File: src/rtl/ckt_pkg.sv
`default_nettype none
// ============================================================================
//  Module      : ckt_pkg
//  Description : Shared types and constants for the 3-input truth-table
//                sweeper (FSM state type, default settle time, majority TT).
//  Revision    : 1.0  initial release
// ============================================================================
package ckt_pkg;

  // Sweep controller states
  typedef enum logic [1:0] {
    IDLE  = 2'd0,
    DRIVE = 2'd1,
    DONE  = 2'd2
  } state_e;

  // Default settle time per input vector, in clk cycles (legal 1..255)
  localparam int unsigned HOLD_CYCLES_DEF = 10;

  // Truth table of a 3-input majority gate, bit i = y for {a,b,c} == i
  localparam logic [7:0] MAJ3_TT = 8'b1110_1000;

  // Number of input vectors swept ({a,b,c} covers 0..7)
  localparam int unsigned NUM_VEC = 8;

endpackage : ckt_pkg
`default_nettype wire

File: src/rtl/ckt_sweep_if.sv
`default_nettype none
// ============================================================================
//  Module      : ckt_sweep_if
//  Description : Signal bundle between the sweeper and the circuit under
//                sweep / its controller.
//                  start     - one-cycle sweep request
//                  a,b,c     - stimulus bits (a = MSB of vector index)
//                  y         - response of the circuit under sweep
//                  busy/done - sweep running / result held
//                  result    - captured y per vector
//                  mismatch  - result XOR expected truth table
//                  err_count - number of set mismatch bits
//                  pass      - done with no mismatches
//                master : the sweeper side
//                slave  : the requester / circuit side
//  Revision    : 1.0  initial release
// ============================================================================
interface ckt_sweep_if;
  logic       start;
  logic       a;
  logic       b;
  logic       c;
  logic       y;
  logic       busy;
  logic       done;
  logic [7:0] result;
  logic [7:0] mismatch;
  logic [3:0] err_count;
  logic       pass;

  modport master (
    input  start, y,
    output a, b, c, busy, done, result, mismatch, err_count, pass
  );

  modport slave (
    output start, y,
    input  a, b, c, busy, done, result, mismatch, err_count, pass
  );
endinterface : ckt_sweep_if
`default_nettype wire

File: src/rtl/ckt_sweep_timer.sv
`default_nettype none
// ============================================================================
//  Module      : ckt_sweep_timer
//  Description : Settle counter. Counts enabled cycles 0..HOLD_CYCLES-1 and
//                flags the last one; wraps to 0 after the terminal count.
//                  clk    - clock
//                  rst    - synchronous active-high reset
//                  clear  - force the count back to 0 (priority over enable)
//                  enable - advance the count
//                  tc_o   - high on an enabled cycle whose count is
//                           HOLD_CYCLES-1
//  Revision    : 1.0  initial release
// ============================================================================
module ckt_sweep_timer
  import ckt_pkg::*;
#(
  parameter int unsigned HOLD_CYCLES = HOLD_CYCLES_DEF
) (
  input  wire logic clk,
  input  wire logic rst,
  input  wire logic clear,
  input  wire logic enable,
  output logic      tc_o
);

  localparam logic [7:0] TC_VAL = 8'(HOLD_CYCLES - 1);

  logic [7:0] cnt_q;
  logic [7:0] cnt_d;
  logic       w_at_tc;

  assign w_at_tc = (cnt_q == TC_VAL);
  assign tc_o    = enable && w_at_tc;

  always_comb begin
    cnt_d = cnt_q;
    if (clear) begin
      cnt_d = 8'd0;
    end else if (enable) begin
      cnt_d = w_at_tc ? 8'd0 : cnt_q + 8'd1;
    end
  end

  always_ff @(posedge clk) begin
    if (rst) begin
      cnt_q <= 8'd0;
    end else begin
      cnt_q <= cnt_d;
    end
  end

endmodule : ckt_sweep_timer
`default_nettype wire

File: src/rtl/ckt_sweep.sv
`default_nettype none
// ============================================================================
//  Module      : ckt_sweep
//  Description : Exhaustive 3-input truth-table sweeper. On start, drives
//                {a,b,c} through 0..7, holds each vector HOLD_CYCLES cycles,
//                samples y on the last cycle of each vector and compares the
//                captured table against EXP_TT.
//                  clk  - clock
//                  rst  - synchronous active-high reset
//                  bus  - ckt_sweep_if master (start, y in; stimulus,
//                         status and results out)
//  Revision    : 1.0  initial release
// ============================================================================
module ckt_sweep
  import ckt_pkg::*;
#(
  parameter int unsigned HOLD_CYCLES = HOLD_CYCLES_DEF,
  parameter logic [7:0]  EXP_TT      = MAJ3_TT
) (
  input  wire logic    clk,
  input  wire logic    rst,
  ckt_sweep_if.master  bus
);

  state_e     state_q;
  state_e     state_d;
  logic [2:0] idx_q;
  logic [2:0] idx_d;
  logic [7:0] result_q;
  logic [7:0] result_d;
  logic [7:0] mismatch_q;
  logic [7:0] mismatch_d;
  logic [3:0] err_q;
  logic [3:0] err_d;

  logic       w_tc;
  logic       w_clear;
  logic       w_enable;
  logic       w_miss;
  logic       w_driving;

  assign w_driving = (state_q == DRIVE);
  assign w_enable  = w_driving;
  // The settle counter restarts only when a start is actually accepted.
  assign w_clear   = bus.start && !w_driving;
  assign w_miss    = bus.y ^ EXP_TT[idx_q];

  ckt_sweep_timer #(
    .HOLD_CYCLES (HOLD_CYCLES)
  ) u_timer (
    .clk    (clk),
    .rst    (rst),
    .clear  (w_clear),
    .enable (w_enable),
    .tc_o   (w_tc)
  );

  always_comb begin
    state_d    = state_q;
    idx_d      = idx_q;
    result_d   = result_q;
    mismatch_d = mismatch_q;
    err_d      = err_q;
    case (state_q)
      IDLE, DONE: begin
        if (bus.start) begin
          state_d    = DRIVE;
          idx_d      = 3'd0;
          result_d   = 8'd0;
          mismatch_d = 8'd0;
          err_d      = 4'd0;
        end
      end
      DRIVE: begin
        // start is deliberately ignored here: no restart mid-sweep.
        if (w_tc) begin
          result_d[idx_q]   = bus.y;
          mismatch_d[idx_q] = w_miss;
          if (w_miss) begin
            err_d = err_q + 4'd1;
          end
          // Last vector ends the sweep; the index never wraps.
          if (idx_q == 3'd7) begin
            state_d = DONE;
          end else begin
            idx_d = idx_q + 3'd1;
          end
        end
      end
      default: begin
        state_d = IDLE;
      end
    endcase
  end

  always_ff @(posedge clk) begin
    if (rst) begin
      state_q    <= IDLE;
      idx_q      <= 3'd0;
      result_q   <= 8'd0;
      mismatch_q <= 8'd0;
      err_q      <= 4'd0;
    end else begin
      state_q    <= state_d;
      idx_q      <= idx_d;
      result_q   <= result_d;
      mismatch_q <= mismatch_d;
      err_q      <= err_d;
    end
  end

  // Outputs come from registers only; y never reaches an output directly.
  assign bus.a         = w_driving ? idx_q[2] : 1'b0;
  assign bus.b         = w_driving ? idx_q[1] : 1'b0;
  assign bus.c         = w_driving ? idx_q[0] : 1'b0;
  assign bus.busy      = w_driving;
  assign bus.done      = (state_q == DONE);
  assign bus.result    = result_q;
  assign bus.mismatch  = mismatch_q;
  assign bus.err_count = err_q;
  assign bus.pass      = (state_q == DONE) && (err_q == 4'd0);

endmodule : ckt_sweep
`default_nettype wire

File: src/flat_wrapper.sv
// flat-port wrapper written by rule: the top's interface ports become plain ports
module ckt_sweep_flat import ckt_pkg::*;
#(
  parameter int unsigned HOLD_CYCLES = HOLD_CYCLES_DEF,
  parameter logic [7:0]  EXP_TT      = MAJ3_TT
)
  (clk, rst, bus_start, bus_y, bus_a, bus_b, bus_c, bus_busy, bus_done, bus_result, bus_mismatch, bus_err_count, bus_pass);
  ckt_sweep_if bus_i ();
  input  wire logic clk;
  input  wire logic rst;
  input wire logic [$bits(bus_i.start)-1:0] bus_start;
  input wire logic [$bits(bus_i.y)-1:0] bus_y;
  output wire logic [$bits(bus_i.a)-1:0] bus_a;
  output wire logic [$bits(bus_i.b)-1:0] bus_b;
  output wire logic [$bits(bus_i.c)-1:0] bus_c;
  output wire logic [$bits(bus_i.busy)-1:0] bus_busy;
  output wire logic [$bits(bus_i.done)-1:0] bus_done;
  output wire logic [$bits(bus_i.result)-1:0] bus_result;
  output wire logic [$bits(bus_i.mismatch)-1:0] bus_mismatch;
  output wire logic [$bits(bus_i.err_count)-1:0] bus_err_count;
  output wire logic [$bits(bus_i.pass)-1:0] bus_pass;
  assign bus_i.start = bus_start;
  assign bus_i.y = bus_y;
  assign bus_a = bus_i.a;
  assign bus_b = bus_i.b;
  assign bus_c = bus_i.c;
  assign bus_busy = bus_i.busy;
  assign bus_done = bus_i.done;
  assign bus_result = bus_i.result;
  assign bus_mismatch = bus_i.mismatch;
  assign bus_err_count = bus_i.err_count;
  assign bus_pass = bus_i.pass;
  ckt_sweep #(.HOLD_CYCLES(HOLD_CYCLES), .EXP_TT(EXP_TT)) u_core (.clk(clk), .rst(rst), .bus(bus_i));
endmodule
File: config.mk
export PLATFORM = sky130hd
export DESIGN_NAME = ckt_sweep_flat
export DESIGN_NICKNAME = d
export VERILOG_FILES = /design/src/rtl/ckt_pkg.sv /design/src/rtl/ckt_sweep_if.sv /design/src/rtl/ckt_sweep_timer.sv /design/src/rtl/ckt_sweep.sv /design/src/flat_wrapper.sv
export SDC_FILE = /design/constraint.sdc
export NUM_CORES = 1
export LEC_CHECK = 0
export ABC_CLOCK_PERIOD_IN_PS = 2500
export CELL_PAD_IN_SITES_DETAIL_PLACEMENT = 1
export CELL_PAD_IN_SITES_GLOBAL_PLACEMENT = 2
export CORE_MARGIN = 5
export CORE_UTILIZATION = 37
export CTS_CLUSTER_SIZE = 12
export DETAILED_ROUTE_END_ITERATION = 6
export DONT_BUFFER_PORTS = 1
export PLACE_DENSITY = 0.76
export REMOVE_ABC_BUFFERS = 1
export SLEW_MARGIN = 10
export SYNTH_ARGS = -nofsm -noshare
export SYNTH_HDL_FRONTEND = slang
export SYNTH_HIERARCHICAL = 1
export SYNTH_SLANG_ARGS = --single-unit
File: constraint.sdc
create_clock -name clk -period 2.5 [get_ports clk]
set_input_delay 0.625 -clock clk [delete_from_list [all_inputs] [get_ports clk]]
set_output_delay 0.625 -clock clk [all_outputs]
set_load 0.1 [all_outputs]
==> metrics.csv, run 1 <==
metric;value;unit
GRT Total Usage;15.24;%
worst-margin pin slew;642.4;ps
Tcrit/Tclk final;93.55;%
routed vias/inst;5.468;
input/output buffers;0;
setup-violating endpoint count in the final report;0;
first-pass GRT wire length;7.424;mm
WL per Instance;16.52;microns
Critical Path RT;2680;ps
cts hold-fix bufs;0;
grt total ovfl;0;
status;completed;
DRC;0;
total wire length;4.412;mm
register area share after synthesis;40.96;%
Rows;24;
top cells by area, synth;dfxtp_1, a22oi_1, nor2_1;
DRT iter0 DRCs;67;
DP Worst Slack;164.2;ps
Syn Area/Cell;8.838;sq um
VDD IR max;0.2707;mV
synthesized cell area;0.001662;sq mm
crit path DAT;2520;ps
root buffer cell;clkbuf_8;
io pins;30;
Final Hold Viols;0;
Final Critical Period;2339;ps
Num CTS Buffers;5;
CTS tree;done;
clk_lat worst skew;290;ps
max-cap violation count;0;
Max-slew headroom;56.98;%
die area;0.005931;sq mm
CTS clk-pin slew, worst paths;70;ps
Antenna Nets Post-Route;0;
postcts setup bufs;0;
DP Cell Count;259;
Post-Synthesis Cells;188;
GP Congestion;0.7725;
vias in the first global route;1504;
clk buf depth;2;
setup TNS;0;ps
LEAKAGE;0.8026;nW
total clock sinks;34;
CP max FO;10;
Worst Setup Start Kind;flop;
#FFs+latches synth;34;
Initial Util;38.16;%
Setup Skew;8.108;ps
antenna violations before repair;0;
drt first pass iters;4;
cell taking the most area after synthesis;dfxtp_1;
Hold Crit Class;in2reg;
Hold Slack;397.8;ps
post-DP HPWL;3.176;mm
Cell Pwr Density;594.1;mW/mm^2
largest net degree at the start of global routing;30;
layout cells sized above 1;21.86;%
f_max;0.4276;GHz
post-cts sizing count;0;
max-slew violations;0;
setup ws final;161.2;ps
top cell type's share of synthesized area;40.96;%
Post-Layout Cell Count;267;
CTS HTree Levels;2;
worst setup path class;reg2reg;
Chip Width;77.02;microns
unrepaired setup endpoints after global routing;false;
library cells used by synthesis;40;
diodes inserted;0;
Nets;224;
core footprint;0.004354;sq mm
Synth Warn #;6;
CP Capture Type;flop;
Area Overhead vs Synth;26.05;%
Via Count;1460;
Die H;77.02;microns
[through the flow]
stage / instance area, sq um / utilization, % / power [W]
3_5_place_dp: 1952 / 44.83 / 0.0006281
4_1_cts: 2095 / 48.10 / 0.001259
3_3_place_gp: 1952 / 44.83 / 0.0006259
5_1_grt: 2095 / 48.10 / 0.001295
6_report: 2095 / 48.10 / 0.001244
2_1_floorplan: 1593 / - / 0.0006089
[logic make-up (layout without fill, tap and decap cells)]
| family | after synthesis | after routing | share of synthesized area, % |
|---|---|---|---|
| fa+ha+maj | 6 | 6 | 4.518 |
| simple gates | 80 | 80 | 27.11 |
| xor+xnor | 7 | 7 | 3.690 |
| compound gates | 43 | 43 | 18.22 |
| buf+inv | 18 | 45 | 5.497 |
| flops | 34 | 34 | 40.96 |
[worst max-delay path, cell delays in order (launching register included)]
cell and delay, ps:
dfxtp_1 350, or4_4 560, nor4_1 270, buf_4 180, and3b_1 400, o22ai_1 180
a22oi_1 230, nor2_1 50
[metal layers]
metal,vias up,share of wire (%),global-route usage (%)
met5,-,0,0
met2,26,49,25.38
met4,0,1.3,4.124
met1,699,45,18.55
met3,8,4.7,5.386
li1,727,-,-
[layout by cell type, fill, tap and decap left out, types with 3 or more instances in the layout]
cell type | netlist | layout
a21oi_1 | 9 | 9
ha_1 | 6 | 6
buf_4 | 0 | 27
o21ai_0 | 3 | 3
nor2_1 | 26 | 26
a22oi_1 | 16 | 16
xnor2_1 | 4 | 4
nand2_1 | 8 | 8
dfxtp_1 | 34 | 34
nand2b_1 | 5 | 5
clkbuf_8 | 0 | 6
nor3_1 | 4 | 4
o22ai_1 | 8 | 8
or3_1 | 4 | 4
nor3b_1 | 3 | 3
nand3_1 | 8 | 8
buf_12 | 0 | 3
xor2_1 | 3 | 3
inv_1 | 6 | 6
and3b_1 | 4 | 4
and2_1 | 4 | 4
[layout make-up]
class | instances | area (sq um)
Tap cell | 52 | 65.06
Multi-Input combinational cell | 136 | 895.9
Clock buffer | 6 | 82.58
Timing Repair Buffer | 31 | 287.8
Fill cell | 508 | 2260
Clock inverter | 2 | 60.06
Inverter | 6 | 22.52
Sequential cell | 34 | 680.7
[cells in the mapped netlist]
library cell and instances:
clkbuf_1 2, nand2_1 8, and4bb_4 1, and2_1 4, dfxtp_1 34, or4_4 1
o21ai_0 3, nor3b_1 3, ha_1 6, nor3_1 4, buf_6 2, nor3b_2 1
nand4_1 2, xor2_1 3, or4_1 2, a21oi_1 9, o22ai_1 8, o31ai_1 1
o211ai_1 2, and3_1 1, a22oi_1 16, nand2b_1 5, o22a_1 1, xnor2_1 4
nor4b_1 1, nor2_1 26, and2_4 1, nand3b_1 1, or3_1 4, buf_2 7
inv_1 6, and3b_1 4, nor3_2 1, nand3_1 8, a31oi_1 1, nor2b_2 1
a211oi_1 1, nor4_1 1, o41ai_4 1, buf_1 1
[power breakdown]
group	switching [W]	leakage, nW	total, W	internal (W)
clock	0.000202	0.0714	0.000627	0.000425
sequential	0.00000580	0.274	0.000551	0.000545
combinational	0.0000458	0.457	0.0000668	0.0000210
[flip-flops by register name (all words and copies together) (netlist names), named ones only]
name and count:
u_core/bus.mismatch 8, u_core/bus.result 8, u_core/u_timer/cnt_q 8, u_core/bus.err_count 4, u_core/idx_q 3, u_core/state_q 2
[worst paths after layout]
kind / slack [ps] / to / startpoint / depth (start not counted)
setup / recovery: 160 / u_core/bus.mismatch[6]$_SDFFE_PP0P_ / u_core/u_timer/cnt_q[4]$_SDFFE_PP0P_ / 7
setup reg to reg: 160 / u_core/bus.mismatch[6]$_SDFFE_PP0P_ / u_core/u_timer/cnt_q[4]$_SDFFE_PP0P_ / 7
hold reg to reg: 520 / u_core/bus.result[6]$_SDFFE_PP0P_ / u_core/bus.result[6]$_SDFFE_PP0P_ / 2
hold / removal: 400 / u_core/bus.mismatch[7]$_SDFFE_PP0P_ / rst / 1
Power figures use the tool's default switching activity.
==> run 2: changes to the inputs <==
--- a/config.mk
+++ b/config.mk
@@ -9,11 +9,12 @@
 export CELL_PAD_IN_SITES_DETAIL_PLACEMENT = 1
 export CELL_PAD_IN_SITES_GLOBAL_PLACEMENT = 2
 export CORE_MARGIN = 5
-export CORE_UTILIZATION = 37
+export CORE_UTILIZATION = 38
+export CTS_BUF_LIST = sky130_fd_sc_hd__clkbuf_4
 export CTS_CLUSTER_SIZE = 12
 export DETAILED_ROUTE_END_ITERATION = 6
 export DONT_BUFFER_PORTS = 1
-export PLACE_DENSITY = 0.76
+export PLACE_DENSITY = 0.78
 export REMOVE_ABC_BUFFERS = 1
 export SLEW_MARGIN = 10
 export SYNTH_ARGS = -nofsm -noshare
==> constraint.sdc (replaced) <==
create_clock -name clk -period 2.5 [get_ports clk]
set_input_delay 0.25 -clock clk [delete_from_list [all_inputs] [get_ports clk]]
set_output_delay 0.25 -clock clk [all_outputs]
set_load 0.1 [all_outputs]
==> metrics.csv, run 2 (same netlist as run 1, synthesis figures left out) <==
metric;value;unit;change
setup ws final;208.2;ps;+47.01 ps
f_max;0.4363;GHz;+2.1%
LEAKAGE;0.7510;nW;-6.4%
DRT iter0 DRCs;88;;+31%
worst setup path class;reg2reg;;
global route hottest layer;met2;;
CTS HTree Levels;2;;unchanged
drt first pass iters;4;;unchanged
die area;0.005795;sq mm;-2.3%
Worst Setup Start Kind;flop;;
CP Capture Type;flop;;
vias in the first global route;1527;;+1.5%
diodes inserted;0;;unchanged
Nets;222;;-0.89%
Initial Util;38.69;%;+0.53 points
post-DP HPWL;3.110;mm;-2.1%
Reg2Reg Setup Slack;210;ps;+50 ps
largest net degree at the start of global routing;26;;-13%
Critical Path RT;2710;ps;+30 ps
HP Start;rst;;
DP Worst Slack;150.7;ps;-13.50 ps
Hold Slack;45.03;ps;-352.8 ps
most frequent cells in the layout;dfxtp_1, nor2_1, buf_4;;
Max-slew headroom;37.34;%;-20 points
Setup Skew;14.06;ps;+5.953 ps
routed vias/inst;5.614;;+2.7%
total wire length;4.449;mm;+0.84%
Die H;76.13;microns;-1.2%
status;completed;;
most common cell after layout, fill and taps aside;dfxtp_1;;
input/output buffers;0;;unchanged
CTS tree;done;;
clk_lat worst skew;350;ps;+60 ps
RR Endpoint;u_core/bus.mismatch[1]$_SDFFE_PP0P_;;
Final Critical Period;2292;ps;-47.01 ps
max-cap violation count;0;;unchanged
Antenna Nets Post-Route;0;;unchanged
max-slew violations;0;;unchanged
setup-violating endpoint count in the final report;0;;unchanged
Worst R2R Start;u_core/u_timer/cnt_q[4]$_SDFFE_PP0P_;;
VDD IR max;0.2156;mV;-20%
first-pass GRT wire length;7.307;mm;-1.6%
worst r2r path cells;7;;unchanged
Final Hold Viols;0;;unchanged
setup TNS;0;ps;unchanged
Hold Crit Class;in2reg;;
unrepaired setup endpoints after global routing;false;;
Tcrit/Tclk final;91.67;%;-1.9 points
met1 Track Usage GR;17.86;%;-0.69 points
CTS clk-pin slew, worst paths;100;ps;+30 ps
WL per Instance;16.85;microns;+2.0%
core footprint;0.004294;sq mm;-1.4%
Cell Pwr Density;467.1;mW/mm^2;-21%
Fillers;528;;+3.9%
postcts setup bufs;0;;unchanged
GR Layer Usage met3;5.910;%;+0.52 points
final core utilization;46.42;%;-1.7 points
Area Overhead vs Synth;19.95;%;
GRT Total Usage;15.49;%;+0.26 points
hold depth;1;;unchanged
crit path DAT;2500;ps;-20 ps
grt total ovfl;0;;unchanged
Num CTS Buffers;5;;unchanged
io pins;30;;unchanged
root buffer cell;clkbuf_4;;
CP max FO;10;;unchanged
Via Count;1482;;+1.5%
layout cells sized above 1;20.75;%;-1.1 points
total clock sinks;34;;unchanged
GP Congestion;0.8209;;+6.3%
Rows;24;;unchanged
worst-margin pin slew;936.7;ps;+294.3 ps
met2 usage;25.51;%;+0.13 points
Chip Width;76.13;microns;-1.2%
DRC;0;;unchanged
clk buf depth;2;;unchanged
antenna violations before repair;0;;unchanged
==> run 2: per-layer routing <==
layer / vias to the layer above / part of all wire (%)
met5: - / 0
met4: 0 / 1.7
met3: 6 / 5.9
met2: 32 / 49
met1: 727 / 44
li1: 717 / -
==> run 2: power breakdown <==
group	leakage [nW]	internal [W]	switching, W	total (W)
sequential	0.274	0.000545	0.00000595	0.000551
clock	0.0322	0.000128	0.000180	0.000308
combinational	0.445	0.0000203	0.0000519	0.0000722
==> run 2: cell type report <==
type                            count  area, sq um  area share [%]
Multi-Input combinational cell    136        897.1           45.01
Timing Repair Buffer               29        275.3           13.81
Clock buffer                        7        52.55           2.637
Sequential cell                    34        680.7           34.15
Tap cell                           52        65.06           3.264
Inverter                            6        22.52           1.130
==> run 2: worst max-delay path by stage <==
stage / endpoint / from / depth (start not counted)
2_1_floorplan: bus_pass / u_core/bus.err_count[0]$_SDFFE_PP0P_ / 3
3_3_place_gp: u_core/bus.mismatch[1]$_SDFFE_PP0P_ / u_core/u_timer/cnt_q[4]$_SDFFE_PP0P_ / 7
3_5_place_dp: u_core/bus.result[5]$_SDFFE_PP0P_ / u_core/u_timer/cnt_q[4]$_SDFFE_PP0P_ / 7
4_1_cts: u_core/bus.mismatch[1]$_SDFFE_PP0P_ / u_core/u_timer/cnt_q[4]$_SDFFE_PP0P_ / 7
5_1_grt: u_core/bus.mismatch[2]$_SDFFE_PP0P_ / u_core/u_timer/cnt_q[4]$_SDFFE_PP0P_ / 7
6_report: u_core/bus.mismatch[1]$_SDFFE_PP0P_ / u_core/u_timer/cnt_q[4]$_SDFFE_PP0P_ / 7
==> run 2: worst max-delay path, stage by stage, from the launching register on <==
cell and delay [ps]:
dfxtp_1 380, or4_4 570, nor4_1 260, buf_4 180, and3b_2 310, o22ai_1 160, a22oi_1 240, nor2_1 60
==> run 2: repair_timing <==
action | 4_1_cts | 5_1_grt
endpoints found under the setup margin | 0 | 3
endpoints found under the hold margin | 25 | 0
resized for setup | 0 | 1
hold buffers | 1 | 0
==> run 2: through the flow <==
step,total power [W],cell area [sq um],std cells
after global placement,0.0006236,1929,256
after global routing,0.0009801,1993,264
after CTS,0.0009455,1992,264
after detailed placement,0.0006272,1929,256
final,0.0009309,1993,264
after floorplan,0.0006089,1593,176
==> run 3: changes to the inputs <==
--- a/config.mk
+++ b/config.mk
@@ -8,13 +8,12 @@
 export ABC_CLOCK_PERIOD_IN_PS = 2500
 export CELL_PAD_IN_SITES_DETAIL_PLACEMENT = 1
 export CELL_PAD_IN_SITES_GLOBAL_PLACEMENT = 2
-export CORE_MARGIN = 5
-export CORE_UTILIZATION = 38
+export CORE_UTILIZATION = 39
 export CTS_BUF_LIST = sky130_fd_sc_hd__clkbuf_4
 export CTS_CLUSTER_SIZE = 12
 export DETAILED_ROUTE_END_ITERATION = 6
 export DONT_BUFFER_PORTS = 1
-export PLACE_DENSITY = 0.78
+export PLACE_DENSITY = 0.8
 export REMOVE_ABC_BUFFERS = 1
 export SLEW_MARGIN = 10
 export SYNTH_ARGS = -nofsm -noshare
==> metrics.csv, run 3 (same netlist as run 1, synthesis figures left out) <==
metric;value;unit;change
layout cells sized above 1;21.13;%;+0.37 points
status;completed;;
CP Cell Sequence;or4_4 -> nor4_2 -> buf_4 -> and3b_2 -> o22ai_1 -> a22oi_1 -> nor2_1;;
Critical Path RT;2710;ps;about the same
grt total ovfl;0;;unchanged
crit path DAT;2430;ps;-70 ps
total design power;0.0009291;W;-0.19%
Nets;222;;unchanged
io pins;30;;unchanged
root buffer cell;clkbuf_4;;
Initial Util;40.95;%;+2.3 points
LEAKAGE;0.7476;nW;-0.44%
WL per Instance;16.22;microns;-3.8%
worst setup path class;reg2reg;;
Worst R2R Start;u_core/u_timer/cnt_q[4]$_SDFFE_PP0P_;;
Hold Slack;31.79;ps;-13.24 ps
Sequential Area;680.7;sq um;unchanged
hold depth;1;;unchanged
DRT iter0 DRCs;77;;-13%
CTS clk-pin slew, worst paths;120;ps;+20 ps
final core utilization;49.24;%;+2.8 points
crit path buf inv count;1;;unchanged
Area Overhead vs Synth;20.26;%;
cell family with most CP delay;simple AND/OR/NAND/NOR gates;;
largest net degree at the start of global routing;26;;unchanged
total clock sinks;34;;unchanged
multi-input combinational cell area;903.4;sq um;+0.70%
RR Endpoint;u_core/bus.mismatch[2]$_SDFFE_PP0P_;;
crit path from;u_core/u_timer/cnt_q[4]$_SDFFE_PP0P_;;
GRT Total Usage;20.43;%;+4.9 points
clk buf depth;2;;unchanged
total wire length;4.265;mm;-4.1%
Final Hold Viols;0;;unchanged
Antenna Nets Post-Route;0;;unchanged
die area;0.004525;sq mm;-22%
Hold Crit Class;in2reg;;
clk_lat worst skew;340;ps;about the same
post-DP HPWL;3.053;mm;-1.8%
vias in the first global route;1394;;-8.7%
DRC;0;;unchanged
Reg2Reg Setup Slack;280;ps;+70 ps
setup ws final;279.7;ps;+71.49 ps
first-pass GRT wire length;6.844;mm;-6.3%
slowest cell on the critical path;or4_4;;
diodes inserted;0;;unchanged
Cell Pwr Density;465.0;mW/mm^2;-0.44%
worst-margin pin slew;940.3;ps;+3.554 ps
Worst Setup Start Kind;flop;;
Final Critical Period;2220;ps;-71.49 ps
CP Capture Type;flop;;
DP Worst Slack;151.5;ps;+0.7470 ps
most frequent cells in the layout;dfxtp_1, nor2_1, buf_4;;
Num CTS Buffers;5;;unchanged
Max-slew headroom;37.11;%;-0.24 points
Chip Width;67.27;microns;-12%
VDD IR max;0.2510;mV;+16%
max-cap violation count;0;;unchanged
Setup Skew;8.527;ps;-5.534 ps
Tcrit/Tclk final;88.81;%;-2.9 points
max-slew violations;0;;unchanged
CTS tree;done;;
most common cell after layout, fill and taps aside;dfxtp_1;;
Rows;23;;-4.2%
HP Start;rst;;
routed vias/inst;5.551;;-1.1%
setup-violating endpoint count in the final report;0;;unchanged
CTS HTree Levels;2;;unchanged
setup TNS;0;ps;unchanged
Via Count;1460;;-1.5%
Die H;67.27;microns;-12%
worst r2r path cells;7;;unchanged
unrepaired setup endpoints after global routing;false;;
GP Congestion;0.7176;;-13%
f_max;0.4504;GHz;+3.2%
CP max FO;10;;unchanged
antenna violations before repair;0;;unchanged
input/output buffers;0;;unchanged
core footprint;0.004058;sq mm;-5.5%
Crit path largest cell delay;570;ps;about the same
Fillers;481;;-8.9%
drt first pass iters;4;;unchanged
==> run 3: per-stage QoR <==
| stage | instance area, sq um | std cells |
|---|---|---|
| floorplan | 1593 | 176 |
| detailed placement | 1927 | 254 |
| CTS | 1991 | 263 |
| global route | 1998 | 263 |
| finish | 1998 | 263 |
| global placement | 1927 | 254 |
==> run 3: report_power, final <==
part,switching [W],internal (W),leakage (nW)
logic,0.0000514,0.0000203,0.445
registers,0.00000534,0.000545,0.274
clock network,0.000202,0.000105,0.0286
total,0.000259,0.000670,0.748
==> run 3: final cells by class <==
class	instances	area share, %
Multi-Input combinational cell	136	45.21
Sequential cell	34	34.06
Timing Repair Buffer	29	13.78
Tap cell	50	3.131
Clock buffer	5	1.879
Inverter	6	1.127
Clock inverter	3	0.8140
==> run 3: per-layer routing <==
layer | track usage (%) | vias up | share of wire (%)
met3 | 4.223 | 6 | 2.6
met1 | 27.16 | 713 | 48
met5 | 0 | - | 0
met4 | 7.181 | 0 | 1.2
li1 | - | 720 | -
met2 | 32.50 | 21 | 48
==> run 3: how the worst max path moves through the flow <==
| stage | endpoint | slack (ps) | depth (start not counted) |
|---|---|---|---|
| final | u_core/bus.mismatch[2]$_SDFFE_PP0P_ | 280 | 7 |
| after global routing | u_core/bus.mismatch[3]$_SDFFE_PP0P_ | 120 | 7 |
| after CTS | u_core/bus.mismatch[2]$_SDFFE_PP0P_ | 100 | 7 |
| after detailed placement | u_core/bus.mismatch[2]$_SDFFE_PP0P_ | 150 | 7 |
| after global placement | u_core/bus.mismatch[4]$_SDFFE_PP0P_ | 240 | 7 |
| after floorplan | bus_pass | -1840 | 3 |
==> run 3: timing repair <==
| action | CTS | global route |
|---|---|---|
| hold buffers | 1 | 0 |
| setup endpoints to repair | 0 | 19 |
| resized for setup | 0 | 2 |
| endpoints found under the hold margin | 25 | 0 |
| setup buffers | 0 | 0 |
